--- src/rtl/multi_16bit.sv ---
// multi_16bit: sequential shift-and-add unsigned multiplier, WIDTH x WIDTH -> 2*WIDTH.
// A level start/done handshake is used. The controller holds start high until done
// rises, then drops it. One partial product is accumulated per clock.
// Optional build macro MULTI_EARLY_DONE_EN: finish as soon as no set multiplier bits
// remain, so latency depends on the operand. Product values are the same in both builds.
// Reset is synchronous and active-low (rst_n), sampled on the rising edge of clk.

module multi_16bit #(
    parameter int WIDTH = 16
) (
    input  logic               clk,
    input  logic               rst_n,
    input  logic               start,
    input  logic [WIDTH-1:0]   ain,
    input  logic [WIDTH-1:0]   bin,
    output logic [2*WIDTH-1:0] yout,
    output logic               done
);

    localparam int PW = 2 * WIDTH;
    localparam int CW = $clog2(WIDTH + 1);

    typedef enum logic [1:0] {
        IDLE = 2'd0,
        RUN  = 2'd1,
        DONE = 2'd2
    } state_t;

    state_t           state;
    logic [PW-1:0]    a_reg;
    logic [PW-1:0]    acc;
    logic [WIDTH-1:0] b_reg;
    logic [CW-1:0]    count;

    logic [PW-1:0]    acc_next;
    logic [WIDTH-1:0] b_next;
    logic             last_iter;

    // Next accumulator and multiplier values for one iteration, plus the finish condition.
    always_comb begin
        acc_next  = acc;
        b_next    = b_reg >> 1;
        last_iter = 1'b0;
        if (b_reg[0]) begin
            acc_next = acc + a_reg;
        end
`ifdef MULTI_EARLY_DONE_EN
        last_iter = (count == CW'(WIDTH - 1)) || (b_next == '0);
`else
        last_iter = (count == CW'(WIDTH - 1));
`endif
    end

    // Control FSM and datapath registers. Reset takes priority over every other event.
    always_ff @(posedge clk) begin
        if (!rst_n) begin
            state <= IDLE;
            a_reg <= '0;
            b_reg <= '0;
            acc   <= '0;
            count <= '0;
            yout  <= '0;
            done  <= 1'b0;
        end else begin
            case (state)
                IDLE: begin
                    done <= 1'b0;
                    if (start) begin
                        a_reg <= PW'(ain);
                        b_reg <= bin;
                        acc   <= '0;
                        count <= '0;
                        state <= RUN;
                    end
                end
                RUN: begin
                    if (!start) begin
                        done  <= 1'b0;
                        state <= IDLE;
                    end else begin
                        acc   <= acc_next;
                        a_reg <= a_reg << 1;
                        b_reg <= b_next;
                        count <= count + CW'(1);
                        if (last_iter) begin
                            yout  <= acc_next;
                            done  <= 1'b1;
                            state <= DONE;
                        end
                    end
                end
                DONE: begin
                    if (!start) begin
                        done  <= 1'b0;
                        state <= IDLE;
                    end
                end
                default: begin
                    done  <= 1'b0;
                    state <= IDLE;
                end
            endcase
        end
    end

endmodule

--- config.mk ---
export PLATFORM = sky130hd
export DESIGN_NAME = multi_16bit
export DESIGN_NICKNAME = d
export VERILOG_FILES = /design/src/rtl/multi_16bit.sv
export SDC_FILE = /design/constraint.sdc
export NUM_CORES = 1
export LEC_CHECK = 0
export CORE_MARGIN = 8
export CORE_UTILIZATION = 60
export CTS_CLUSTER_SIZE = 14
export DETAILED_ROUTE_END_ITERATION = 8
export PLACE_DENSITY = 0.81
export RECOVER_POWER = 25
export SLEW_MARGIN = 20
export SYNTH_ARGS = -nofsm -noshare
export SYNTH_HDL_FRONTEND = slang
export SYNTH_SLANG_ARGS = --single-unit
--- constraint.sdc ---
create_clock -name clk -period 6.7 [get_ports clk]
set_input_delay 2.01 -clock clk [delete_from_list [all_inputs] [get_ports clk]]
set_output_delay 2.01 -clock clk [all_outputs]
set_load 0.05 [all_outputs]
==> results.py <==
metrics = {
    "status": {
        "status": "finished, violations left",
        "violations": "max-capacitance violations, max-slew violations",
    },
    "worst_setup_path": {
        "cp_slowest_cell": "nor2_1",
        "crit_fanout": 29,
        "path_class": "input pin to flop",
        "crit_family": "simple AND/OR/NAND/NOR gates",
        "critPathBufInv": 1,
        "cp.arrival_ps": 5380,
        "critical_path_required_ps": 7020,
        "worstSetupStartpointType": "input pin",
        "crit_path_cell_trace": "dlygate4sd3_1 > nand2b_1 > nor2_1 > o21ai_0 > a311oi_1",
        "slowest_delay_ps": 1680,
        "endpoint_kind": "flop",
    },
    "timing": {
        "drv_slew": 30,
        "rsz0062_at_grt": "false",
        "slew_headroom_pct": -29.19,
        "hold_viol_final": 0,
        "fin_crit_sh_pct": 75.53,
        "max_freq_mhz": 197.6,
        "setup_violations": 0,
        "tightest_slew_ps": 1931,
        "tns_ps": 0,
        "finalClockSkew_ps": 9.843,
        "period_minus_slack_ps": 5061,
    },
    "yosys": {
        "synth_top_family_by_area": "compound AO/OA/AOI/OAI gates",
        "synth_edf_count": 0,
        "synth_cell_types": 69,
        "netlist_instances": 898,
        "synth_compound_area_share_pct": 27.42,
        "syn_area_sq_um": 7128,
        "yosys-top-cells-count": "dfxtp_1 (120), a21oi_1 (107), nand2_1 (92), nor2_1 (92), o21ai_0 (49)",
        "seq_area_frac_synth_pct": 33.70,
        "synth.top_cell.area_share_pct": 33.70,
        "syn_nets": 967,
        "synth.most_common_cell": "dfxtp_1",
        "synth_area_per_cell_sq_um": 7.938,
        "synth_fa_ha_area_share_pct": 6.073,
        "synth-async-reset-ratio_pct": 0,
        "synth_top_area_cell": "dfxtp_1",
        "synth_area_leaders": "dfxtp_1 (34%), a21oi_1 (7.5%), ha_1 (5.8%), mux2i_1 (5.5%), nand2_1 (4.8%)",
        "synthMuxAreaShare_pct": 5.951,
        "yosys.area_share.simple_pct": 19.66,
        "yosys_warnings": 0,
        "synth-xor-area-share_pct": 1.843,
        "ys_ff_latch": 120,
        "synth_ff_type": "dfxtp_1",
    },
    "floorplan": {
        "fp-row-count": 40,
        "die_w_um": 125.0,
        "start_util_pct": 60.35,
        "boundaryPins": 68,
        "coreArea_sq_um": 11810,
        "die-area_sq_um": 15620,
        "die_y_um": 125.0,
    },
    "final_layout": {
        "diodes": 0,
        "nFillCells": 954,
        "fin_util_pct": 70.35,
        "area_delta_synth_final_pct": 16.57,
        "layout-drive-gt1-share_pct": 6.867,
        "seq_area_sq_um": 2404,
        "nNetsFinal": 988,
        "multi_input_area_sq_um": 4352,
    },
    "global_route": {
        "gr-usage-all-layers_pct": 24.82,
        "first_global_vias": 6576,
        "grt-ovfl-total": 0,
        "grt_pass1_wl_mm": 32.35,
        "antenna_found_initial": 0,
        "grt_max_degree": 102,
    },
    "clock_network": {
        "cts.sinks": 120,
        "cts-root-buf": "clkbuf_16",
        "ctsResizeCount": 0,
        "cts_tree": "yes",
        "clkTransAtPathRegs_ps": 60,
        "clock_insertion_delay_worst_skew_ps": 420,
        "cts-htree-levels": 4,
        "post-cts-setup-buffers": 0,
        "hold_buffers": 0,
        "clockBufferDepth": 2,
        "numCtsBuffers": 17,
    },
    "pwr": {
        "leakage_nw": 3.261,
        "ir_worst_vdd_v": 0.0002101,
        "power.density_nw_per_um2": 216.0,
    },
    "routing": {
        "firstDrtPassIters": 5,
        "drt_wl_total_mm": 19.55,
        "initialDrtViolationCount": 692,
        "vias": 6928,
        "drc": 0,
        "wire_per_inst_um": 18.12,
        "avgViaCountPerCell": 6.421,
        "ant_nets": 0,
    },
    "hold_path": {
        "hold_path_class": "flop to flop",
    },
    "placed_design": {
        "place_congestion": 0.9385,
        "hpwl_mm": 13.07,
        "io_buffers": 67,
    },
    "run": {
        "maxCapViolCount": 1,
    },
}
[cell families (layout without fill, tap and decap cells)]
family                   after synthesis  count (layout)
AND/OR/NAND/NOR                      301             301
AO/OA/AOI/OAI                        300             300
flip-flops                           120             120
buffers and inverters                 86             120
multiplexers                          42              42
adder cells (fa/ha/maj)               34              34
XOR/XNOR                              15              15
[cell type report]
cell class | instances | share of cell area [%]
clock buffers | 22 | 5.707
clock inverters | 10 | 1.446
inverters | 14 | 0.6324
multi-input cells | 692 | 52.37
flip-flops and latches | 120 | 28.93
well taps | 147 | 2.214
repair buffers | 74 | 8.704
[worst register-to-register path, delay by kind of cell (launching register included)]
kind / cells / cell delay, ps
AO/OA/AOI/OAI: 2 / 540
adder cells (fa/ha/maj): 2 / 660
flip-flops: 1 / 390
AND/OR/NAND/NOR: 3 / 1790
[worst paths after layout]
| kind | start | to | slack [ps] | cells after the start |
|---|---|---|---|---|
| max | start | yout[25] | 1640 | 5 |
| min | yout[14] | yout[14] | 450 | 2 |
| max reg2reg | count[0] | yout[25] | 3220 | 7 |
| min reg2reg | yout[14] | yout[14] | 450 | 2 |
[placed cells by master, fill, tap and decap left out, drive strengths merged, types with 13 or more instances in the layout]
cell type      Yosys  routed
nand3             35      35
nor2b             18      18
mux2i             39      39
a21oi            109     109
o21ai             50      50
dfxtp            120     120
nor3              18      18
nand2             93      93
clkdlybuf4s50      0      32
a21o              13      13
a211oi            44      44
nor2              93      93
ha                33      33
dlygate4sd3        0      35
clkbuf            45      22
inv               13      13
[report_power, final]
part	internal, mW	switching [mW]	total, mW	leakage (nW)
clock network	0.577	0.337	0.914	0.286
logic	0.0541	0.0848	0.139	2.00
registers	0.729	0.0123	0.742	0.975
[layer usage]
metal,track usage (%),wire length (um)
met2,41.51,9312
met1,30.03,8355
met3,6.205,1384
met4,9.742,496
met5,0,0
[through the flow]
stage                     instance area (sq um)  hold WS [ps]  total power, mW  std cells  worst slack, ps
after global placement                     7720         438.1           0.8878       1047             1958
after detailed placement                   7720         451.0           0.8933       1047             1791
final                                      8309         453.2            1.795       1079             1639
after CTS                                  8314         459.0            1.802       1079             2217
after global routing                       8309         481.2            1.852       1079             1307
after floorplan                            7128         431.6           0.8492        898             3292
Power figures use the tool's default switching activity.
